[src/rtl/id_issue_ctrl.sv]
// id_issue_ctrl: single-slot decode/issue stage with load-use stall, flush and stall counter
module id_issue_ctrl #(
    parameter int LOAD_USE_BUBBLES = 1
) (
    input  logic        clk,
    input  logic        rst_n,
    input  logic        if_valid,
    input  logic [31:0] if_instr,
    input  logic [31:0] if_pc,
    output logic        id_ready,
    output logic        ex_valid,
    output logic [31:0] ex_instr,
    output logic [31:0] ex_pc,
    input  logic        ex_ready,
    input  logic        flush,
    output logic        hazard_stall,
    output logic [31:0] stall_cnt
);
    logic        id_valid_q, id_valid_d;
    logic [31:0] id_instr_q, id_instr_d;
    logic [31:0] id_pc_q, id_pc_d;
    logic [4:0]  ld_rd_q, ld_rd_d;
    logic [1:0]  ld_cnt_q, ld_cnt_d;
    logic [31:0] stall_cnt_q, stall_cnt_d;
    logic [4:0]  opc;
    logic        rs1_used, rs2_used, hazard, issue, accept, ld_arm;

    assign opc      = id_instr_q[6:2];
    assign rs1_used = !(opc == 5'b01101 || opc == 5'b00101 || opc == 5'b11011);
    assign rs2_used = opc == 5'b01100 || opc == 5'b01000 || opc == 5'b11000;
    assign hazard   = id_valid_q && ld_cnt_q != 2'd0 && ld_rd_q != 5'd0 &&
                      ((rs1_used && id_instr_q[19:15] == ld_rd_q) ||
                       (rs2_used && id_instr_q[24:20] == ld_rd_q));
    assign ex_valid     = id_valid_q && !hazard && !flush;
    assign ex_instr     = id_instr_q;
    assign ex_pc        = id_pc_q;
    assign issue        = ex_valid && ex_ready;
    assign id_ready     = !flush && (!id_valid_q || issue);
    assign accept       = if_valid && id_ready;
    assign hazard_stall = hazard && !flush;
    assign stall_cnt    = stall_cnt_q;
    assign ld_arm       = issue && opc == 5'b00000 && id_instr_q[11:7] != 5'd0;

    // Next-state: flush kills the slot and any pending load; an issuing load arms the bubble counter
    always_comb begin
        id_valid_d  = flush ? 1'b0 : accept ? 1'b1 : issue ? 1'b0 : id_valid_q;
        id_instr_d  = accept ? if_instr : id_instr_q;
        id_pc_d     = accept ? if_pc : id_pc_q;
        ld_rd_d     = ld_arm ? id_instr_q[11:7] : ld_rd_q;
        ld_cnt_d    = flush ? 2'd0 :
                      ld_arm ? 2'(LOAD_USE_BUBBLES) :
                      (ex_ready && ld_cnt_q != 2'd0) ? ld_cnt_q - 2'd1 : ld_cnt_q;
        stall_cnt_d = (hazard_stall && stall_cnt_q != 32'hFFFF_FFFF) ? stall_cnt_q + 32'd1 : stall_cnt_q;
    end

    // State registers with asynchronous clear
    always_ff @(posedge clk or negedge rst_n) begin
        if (!rst_n) begin
            id_valid_q  <= 1'b0;
            id_instr_q  <= 32'd0;
            id_pc_q     <= 32'd0;
            ld_rd_q     <= 5'd0;
            ld_cnt_q    <= 2'd0;
            stall_cnt_q <= 32'd0;
        end else begin
            id_valid_q  <= id_valid_d;
            id_instr_q  <= id_instr_d;
            id_pc_q     <= id_pc_d;
            ld_rd_q     <= ld_rd_d;
            ld_cnt_q    <= ld_cnt_d;
            stall_cnt_q <= stall_cnt_d;
        end
    end
endmodule

[config.mk]
export PLATFORM = sky130hd
export DESIGN_NAME = id_issue_ctrl
export DESIGN_NICKNAME = d
export VERILOG_FILES = /design/src/rtl/id_issue_ctrl.sv
export SDC_FILE = /design/constraint.sdc
export NUM_CORES = 1
export LEC_CHECK = 0
export ABC_AREA = 1
export BUFFER_PORTS_ARGS = -buffer_cell sky130_fd_sc_hd__buf_4
export CORE_UTILIZATION = 46
export DETAILED_ROUTE_END_ITERATION = 8
export GPL_TIMING_DRIVEN = 0
export PLACE_DENSITY = 0.76
export SLEW_MARGIN = 20
export SYNTH_ARGS = -nofsm -noshare
export SYNTH_HDL_FRONTEND = slang
export SYNTH_SLANG_ARGS = --single-unit
[constraint.sdc]
create_clock -name clk -period 1.8 [get_ports clk]
set_input_delay 0.09 -clock clk [delete_from_list [all_inputs] [get_ports clk]]
set_output_delay 0.09 -clock clk [all_outputs]
set_load 0.02 [all_outputs]
==> impl_metrics.tcl <==
set metrics [dict create \
    clockRootBuffer "clkbuf_16" \
    drcViolationCount 0 \
    die_w_um 109 \
    irDropWorstVdd_mv 0.647 \
    fp.dieH_um 109 \
    fill_cells 809 \
    grt_pass1_wl_mm 26.1 \
    routedWlPerCell_um 16.0 \
    clock_latency_ns 0.34 \
    cp_max_fo 5 \
    start_util 0.478 \
    dr.pass1.iters 6 \
    synth_top_area_cell "dfrtp_1" \
    die_area_um2 11900 \
    crit_arrival_ns 2.12 \
    rows 38 \
    routabilityCongestion 0.880 \
    synthAdderAreaFrac 0.00476 \
    synthMuxAreaShare 0 \
    synth_ff_type "dfrtp_1" \
    power_uw 6730 \
    cts.path.max_buffers 2 \
    synth-simple-area-share 0.359 \
    io_pins 168 \
    fmax_mhz 528 \
    worst_slack_ns -0.0948 \
    drtIter0Drc 380 \
    path_class "reg -> reg" \
    ys_seq_area_frac 0.495 \
    synth_area_um2 5260 \
    syn2layout_area_growth_pct 52.5 \
    numCtsBuffers 9 \
    synth_top_family_by_area "simple AND/OR/NAND/NOR gates" \
    port_buffers 167 \
    synth_top_area_frac 0.495 \
    yosys-top-cells-area "dfrtp_1 50%, nand2_1 18%, nand4_1 8.5%" \
    cap_violations 0 \
    drive_gt1_frac 0.365 \
    tightestPinTransition_ns 0.994 \
    via_count 5502 \
    ys_async_sr_fraction 1.00 \
    htreeDepth 3 \
    leakagePower_uw 0.00410 \
    drtAntennaViolNets 0 \
    wl_mm 16.7 \
    fin_util 0.730 \
    synth_most_common_cell "nand2_1" \
    stdcell_count 1045 \
    critPathLaunchType "register" \
    hold_viol 0 \
    grt_usage 0.286 \
    grt_overflow 0 \
    synth_warnings 0 \
    rsz0062_at_grt "yes" \
    final_nets 971 \
    viasPerCell 5.27 \
    status "complete, but fails checks" \
    cp_data_required_time_ns 2.03 \
    clkTransAtPathRegs_ns 0.07 \
    cts_tree "done" \
    clock_sinks 104 \
    violations "negative setup slack" \
    crit_path_end_kind "register" \
    antenna_found_initial 0 \
    synth_commonest_cells "251 x nand2_1, 104 x dfrtp_1, 71 x nand4_1" \
    grt_pass1_vias 5258 \
    core_um2 11000 \
    synthesis.nets 729 \
    final_area_um2 8010 \
    ys_ff_latch 104 \
    synth_compound_area_frac 0.0205 \
    diodes 0 \
    place_area_um2 6710 \
    grt_max_degree 105 \
    period_minus_slack_ns 1.89 \
    slew_viol_final 0 \
    synth-xor-area-share 0.0517 \
    relSlewSlack 0.337 \
    synth_edf_count 0 \
    syn_inst 658 \
    dp_hpwl_mm 11.0 \
    power-per-cell-area_nw_per_um2 840 \
    finalCritPeriodShare 1.05 \
    setup_viol 96 \
    fin_skew_ns 0.00694 \
    ys_types 27 \
    pre_cts_ws_ns -0.262 \
    syn_area_per_cell_um2 7.99 \
    dp.cells 965 \
    hp-class "in -> reg" \
]
-- report_power, final --
| group | switching (µW) | total (µW) | internal (µW) | leakage [µW] |
|---|---|---|---|---|
| clock | 862 | 2080 | 1220 | 0.000156 |
| combinational | 970 | 1770 | 796 | 0.00262 |
| sequential | 266 | 2880 | 2620 | 0.00132 |
-- placed cells by master (no fill, tap or decap), drive strengths merged --
master / n
nand2: 255
buf: 239
dfrtp: 104
nand4: 71
inv: 44
nor2: 41
nand3: 37
clkbuf: 20
xnor2: 17
nor3: 17
xor2: 14
dlygate4sd3: 14
o21ai: 14
a21oi: 5
clkinv: 4
bufinv: 2
a31oi: 2
nor4: 2
ha: 2
nand3b: 1
-- worst max-delay path, stage by stage, from the launching register on --
cell     delay (ns)
dfrtp_2        0.44
inv_1          0.07
nand2_1        0.07
a21oi_2        0.18
nor2_1         0.05
nand2_1        0.06
nand2_2        0.08
nand2_4        0.10
nand3_4        0.10
nand2_8        0.12
buf_12         0.11
nand3_4        0.12
buf_6          0.18
nand2_2        0.05
nand2_1        0.04
-- cells by family (layout without fill, tap and decap cells) --
logic type / Yosys count / in the layout
AND/OR/NAND/NOR: 421 / 424
flip-flops: 104 / 104
XOR/XNOR: 31 / 31
adder cells (fa/ha/maj): 2 / 2
AO/OA/AOI/OAI: 21 / 21
buffers and inverters: 79 / 323
-- metal layers --
metal,share of wire,track usage,vias up
li1,-,-,2644
met3,0.073,0.0622,36
met1,0.38,0.339,2598
met4,0.026,0.112,0
met2,0.52,0.501,224
met5,0,0,-
-- cell type report --
type | instances | area (µm²) | area share
timing repair buffer | 228 | 1830 | 0.228
clock inverter | 6 | 83.8 | 0.0105
inverter | 44 | 165 | 0.0206
sequential | 104 | 2620 | 0.327
tap | 140 | 175 | 0.0219
clock buffer | 10 | 229 | 0.0286
multi-input combinational | 478 | 2600 | 0.324
buffer | 35 | 315 | 0.0394
-- final timing paths --
path	startpoint	to	slack (ns)	depth (start not counted)
worst min register to register	ex_pc[27]$_DFFE_PN0P_	ex_pc[27]$_DFFE_PN0P_	0.47	2
worst max-delay path	ex_instr[3]$_DFFE_PN0P_	ex_instr[25]$_DFFE_PN0P_	-0.09	14
min in group asynchronous	rst_n	ex_instr[16]$_DFFE_PN0P_	0.37	2
worst max register to register	ex_instr[3]$_DFFE_PN0P_	ex_instr[25]$_DFFE_PN0P_	-0.09	14
worst min-delay path	if_instr[26]	ex_instr[26]$_DFFE_PN0P_	0.003	3
max in group asynchronous	rst_n	ex_instr[3]$_DFFE_PN0P_	0.63	2
-- sequential cells by signal (all words and copies together), names as in the netlist --
register / cells
ld_rd_q: 5
ex_instr: 32
ex_pc: 32
ld_cnt_q: 2
stall_cnt: 32
id_valid_q: 1
-- through the flow --
stage               hold slack (ns)  TNS, ns
floorplan                    -0.206  -0.0925
global placement              0.301   -15.89
detailed placement            0.281   -18.36
CTS                        0.000264    -2.36
global route                0.00714   -14.30
finish                      0.00256    -3.52
-- what timing repair did --
item / in CTS / in global routing
buffers inserted: 26 / 11
cloned: 11 / 2
hold endpoints to repair: 118 / 0
hold buffers: 14 / 0
gates resized for setup: 71 / 67
pin swaps: 17 / 19
endpoints found under the setup margin: 98 / 107
Note: power is estimated with default switching activity, not from simulation.
